File: src/rtl/serial_frame_rx.sv
`default_nettype none
// ============================================================================
//  Module      : serial_frame_rx
//  Description : Serial frame receiver placed after the 4-bit shift register.
//                Frame = start(1), DW data bits, optional even parity,
//                stop(0). Each completed word goes out through a 1-entry
//                valid/ready holding register. The word carries a parity
//                error flag. Framing-error and overrun status are reported
//                as single-cycle pulses.
//  Revision    : 1.0  initial release
// ============================================================================
module serial_frame_rx #(
   parameter int DW        = 4,
   parameter int PARITY_EN = 1
) (
   input  logic          clk,
   input  logic          reset_n,
   input  logic          bit_vld,
   input  logic          s_in,
   input  logic          dir,
   output logic [DW-1:0] out_data,
   output logic          out_valid,
   input  logic          out_ready,
   output logic          out_perr,
   output logic          frame_err,
   output logic          overrun
);

   localparam int CW = $clog2(DW + 1);

   typedef enum logic [1:0] {
      IDLE   = 2'd0,
      DATA   = 2'd1,
      PARITY = 2'd2,
      STOP   = 2'd3
   } state_t;

   state_t        state, state_nx;
   logic [CW-1:0] cnt, cnt_nx;
   logic [DW-1:0] shreg, shreg_nx;
   logic          acc, acc_nx;
   logic          dir_q, dir_nx;
   logic          perr_q, perr_nx;
   logic          done;
   logic          stop_bad;
   logic          load;

   // Receive FSM and its datapath registers; everything holds when bit_vld=0
   always_ff @(posedge clk or negedge reset_n) begin
      if (!reset_n) begin
         state  <= IDLE;
         cnt    <= '0;
         shreg  <= '0;
         acc    <= 1'b0;
         dir_q  <= 1'b0;
         perr_q <= 1'b0;
      end else begin
         state  <= state_nx;
         cnt    <= cnt_nx;
         shreg  <= shreg_nx;
         acc    <= acc_nx;
         dir_q  <= dir_nx;
         perr_q <= perr_nx;
      end
   end

   // Next-state and datapath update, advanced only on valid bit strobes
   always_comb begin
      state_nx = state;
      cnt_nx   = cnt;
      shreg_nx = shreg;
      acc_nx   = acc;
      dir_nx   = dir_q;
      perr_nx  = perr_q;
      done     = 1'b0;
      stop_bad = 1'b0;
      if (bit_vld) begin
         case (state)
            IDLE: begin
               // A 1 on the line is the start bit; direction is frozen here
               if (s_in) begin
                  state_nx = DATA;
                  cnt_nx   = '0;
                  acc_nx   = 1'b0;
                  dir_nx   = dir;
                  perr_nx  = 1'b0;
               end
            end
            DATA: begin
               shreg_nx = dir_q ? {s_in, shreg[DW-1:1]} : {shreg[DW-2:0], s_in};
               acc_nx   = acc ^ s_in;
               if (cnt == CW'(DW - 1)) begin
                  cnt_nx   = '0;
                  state_nx = (PARITY_EN != 0) ? PARITY : STOP;
               end else begin
                  cnt_nx = cnt + CW'(1);
               end
            end
            PARITY: begin
               // Even parity: data bits plus parity bit must XOR to zero
               perr_nx  = acc ^ s_in;
               state_nx = STOP;
            end
            STOP: begin
               state_nx = IDLE;
               if (s_in) stop_bad = 1'b1;
               else      done     = 1'b1;
            end
            default: state_nx = IDLE;
         endcase
      end
   end

   // A finished word is accepted when the port is empty or is being drained
   assign load = done && (!out_valid || out_ready);

   // Output holding register and registered status pulses
   always_ff @(posedge clk or negedge reset_n) begin
      if (!reset_n) begin
         out_data  <= '0;
         out_valid <= 1'b0;
         out_perr  <= 1'b0;
         frame_err <= 1'b0;
         overrun   <= 1'b0;
      end else begin
         if (load) begin
            out_data  <= shreg;
            out_perr  <= perr_q;
            out_valid <= 1'b1;
         end else if (out_ready) begin
            out_valid <= 1'b0;
         end
         frame_err <= stop_bad;
         overrun   <= done && out_valid && !out_ready;
      end
   end

endmodule
`default_nettype wire
File: config.mk
export PLATFORM = sky130hd
export DESIGN_NAME = serial_frame_rx
export DESIGN_NICKNAME = d
export VERILOG_FILES = /design/src/rtl/serial_frame_rx.sv
export SDC_FILE = /design/constraint.sdc
export NUM_CORES = 1
export LEC_CHECK = 0
export CELL_PAD_IN_SITES_DETAIL_PLACEMENT = 2
export CELL_PAD_IN_SITES_GLOBAL_PLACEMENT = 2
export CORE_MARGIN = 4
export CORE_UTILIZATION = 37
export CTS_CLUSTER_SIZE = 10
export DETAILED_ROUTE_END_ITERATION = 6
export GPL_ROUTABILITY_DRIVEN = 0
export HOLD_SLACK_MARGIN = 0.05
export PLACE_DENSITY = 0.91
export SYNTH_ARGS = -nofsm -noshare
export SYNTH_HDL_FRONTEND = slang
export SYNTH_SLANG_ARGS = --single-unit
export TNS_END_PERCENT = 30
File: constraint.sdc
create_clock -name clk -period 2.4 [get_ports clk]
set_input_delay 0.6 -clock clk [delete_from_list [all_inputs] [get_ports clk]]
set_output_delay 0.6 -clock clk [all_outputs]
set_load 0.05 [all_outputs]
==> out/qor.txt <==
Critical Path Start -> out_data[2]
first-pass GRT wire length -> 3.57 mm
crit-path cells -> clkdlybuf4s50_1
Critical Path RT -> 1.80 ns
Synth top area share -> 50.3%
layout cells sized above 1 -> 19.4%
HP Class -> register to register
# setup viols final -> 0
CTS tree -> yes
count leader, synth -> dfrtp_1
RSZ-0062 raised after global routing -> no
max cap viols -> 0
Mapped Cells -> 84
cts repair resizes -> 0
1st-iter DRT viols -> 3
CTS Buffer Depth -> 2
setup bufs post-CTS -> 0
Die Area -> 3590 µm²
instance count on the critical path -> 1
cell row count -> 18
Crit-path slowest cell -> clkdlybuf4s50_1
R2R cell count -> 5
GR Util All Layers -> 13.4%
drc violations -> 0
sequential area share after synthesis -> 50.3%
Synth Net Count -> 95
crit path max fanout -> 2
n_diodes -> 0
normalized max-slew margin -> 66.3%
Crit path max-delay family -> buffers and inverters
routed vias/inst -> 5.16
chip height -> 59.9 µm
register bit total from synthesis -> 20
clock buffer count from CTS -> 3
Max Clock Freq -> 479 MHz
Initial Utilization -> 39.5%
Chip Width -> 59.9 µm
Mapped Area -> 996 µm²
top post-synthesis cells by area -> dfrtp_1 (50%), mux2_2 (9.0%), ha_1 (6.3%)
clock sink count -> 20
worst setup margin -> 0.314 ns
Fin Clk Skew -> 0.00567 ns
Yosys cell types -> 30
status -> complete, no violations
CTS clk-pin slew, worst paths -> 0.12 ns
Area Growth Syn to Fin -> 18.1%
Synth async-reset ratio -> 100%
HPWL after DPL -> 1.70 mm
arrival time at the worst endpoint -> 1.49 ns
vias -> 661
Total Wirelength -> 2.15 mm
final antenna-violating net count -> 0
nets@finish -> 110
measured slew at the worst slew-check pin -> 0.504 ns
Synth Warn # -> 0
WS Path Type -> register to output pin
pin count of the biggest net entering global routing -> 21
syn avg cell area -> 11.9 µm²
top cells by count, synth -> dfrtp_1 (20), mux2_2 (8), a21oi_1 (7)
Critical Path End Type -> output pin
CP bufs+invs -> 1
R2R setup slack -> 0.64 ns
critical path endpoint -> out_data[2]
setup TNS -> 0 ns
total power -> 1.51 mW
crit path time final -> 2.09 ns
core area -> 2520 µm²
number of synthesized flops with an enable pin -> 0
Slew Viols, Final -> 0
1st-pass router iterations -> 2
Synth area leader -> dfrtp_1
P_leak -> 0.545 nW
slowest stage delay, CP -> 0.81 ns
FF-to-FF End -> cnt[0]
Max VDD drop -> 559 µV
pre-CTS WS -> 0.147 ns
fin crit share -> 86.9%
final hold vios -> 0
worst r2r src -> state[0]
initial antenna violation count -> 0
Synth Flop Type -> dfrtp_1
Hold-fix buffers, CTS -> 0
DR WL/cell -> 16.8 µm
Worst Setup Start Kind -> register
vias in the first global route -> 764
IO Pins -> 14
latest clock arrival within the worst-skew pair -> 0.30 ns
PortBufs -> 13
H-tree depth -> 1
Pwr per Cell Area -> 1280 nW/µm²
grt ovf -> 0
root buffer cell -> clkbuf_4
-- routing by layer --
layer  GRT usage, %  part of all wire (%)  vias to the layer above
met5              0                     0                        -
met4           2.85                     0                        0
met3           2.59                   3.2                        0
met2           24.8                    54                       10
met1           15.7                    43                      335
li1               -                     -                      316
-- through the flow --
step / utilization [%] / cell area, µm² / cells / hold slack [ns]
6_report: 46.6 / 1180 / 128 / 0.510
5_1_grt: 46.6 / 1180 / 128 / 0.536
4_1_cts: 46.6 / 1180 / 128 / 0.523
3_5_place_dp: 45.2 / 1140 / 124 / 0.485
3_3_place_gp: 45.2 / 1140 / 124 / 0.465
2_1_floorplan: - / 996 / 84 / 0.304
-- placed cells by master, fill, tap and decap left out, drive strengths merged, types with 3 or more instances in the layout --
cell type	n
dfrtp	20
clkdlybuf4s50	13
mux2	10
a21oi	7
nor2	6
ha	5
mux2i	4
inv	4
clkbuf	4
o21ai	3
nand2	3
-- worst min path at each step --
stage / slack (ns) / cells after the start / startpoint / end
2_1_floorplan: 0.30 / 0 / reset_n / acc
3_3_place_gp: 0.46 / 1 / cnt[2] / cnt[2]
3_5_place_dp: 0.48 / 1 / cnt[2] / cnt[2]
4_1_cts: 0.52 / 1 / cnt[2] / cnt[2]
5_1_grt: 0.54 / 1 / cnt[2] / cnt[2]
6_report: 0.51 / 1 / cnt[2] / cnt[2]
-- flip-flops by register name, summed over array words and instances (netlist names) --
name,flops
perr_q,1
shreg,4
cnt,3
out_perr,1
state,2
out_data,4
out_valid,1
frame_err,1
dir_q,1
acc,1
overrun,1
-- cells by family after synthesis --
group / count (synthesis) / share of synthesized area, %
mux: 14 / 15.7
simple gates: 22 / 13.4
fa+ha+maj: 5 / 6.28
flops: 20 / 50.3
buf+inv: 9 / 5.40
compound gates: 14 / 8.92
-- report_power, final --
part | switching, mW | total (mW) | internal (mW)
logic | 0.407 | 0.721 | 0.314
registers | 0.119 | 0.590 | 0.471
clock network | 0.104 | 0.197 | 0.0924
-- layout make-up --
| class | instances | area, µm² |
|---|---|---|
| Clock buffer | 4 | 36.3 |
| Fill cell | 269 | 1350 |
| Inverter | 4 | 15.0 |
| Multi-Input combinational cell | 55 | 442 |
| Sequential cell | 20 | 500 |
| Tap cell | 30 | 37.5 |
| Timing Repair Buffer | 15 | 145 |
No activity file was read; power rests on OpenSTA's default activity.
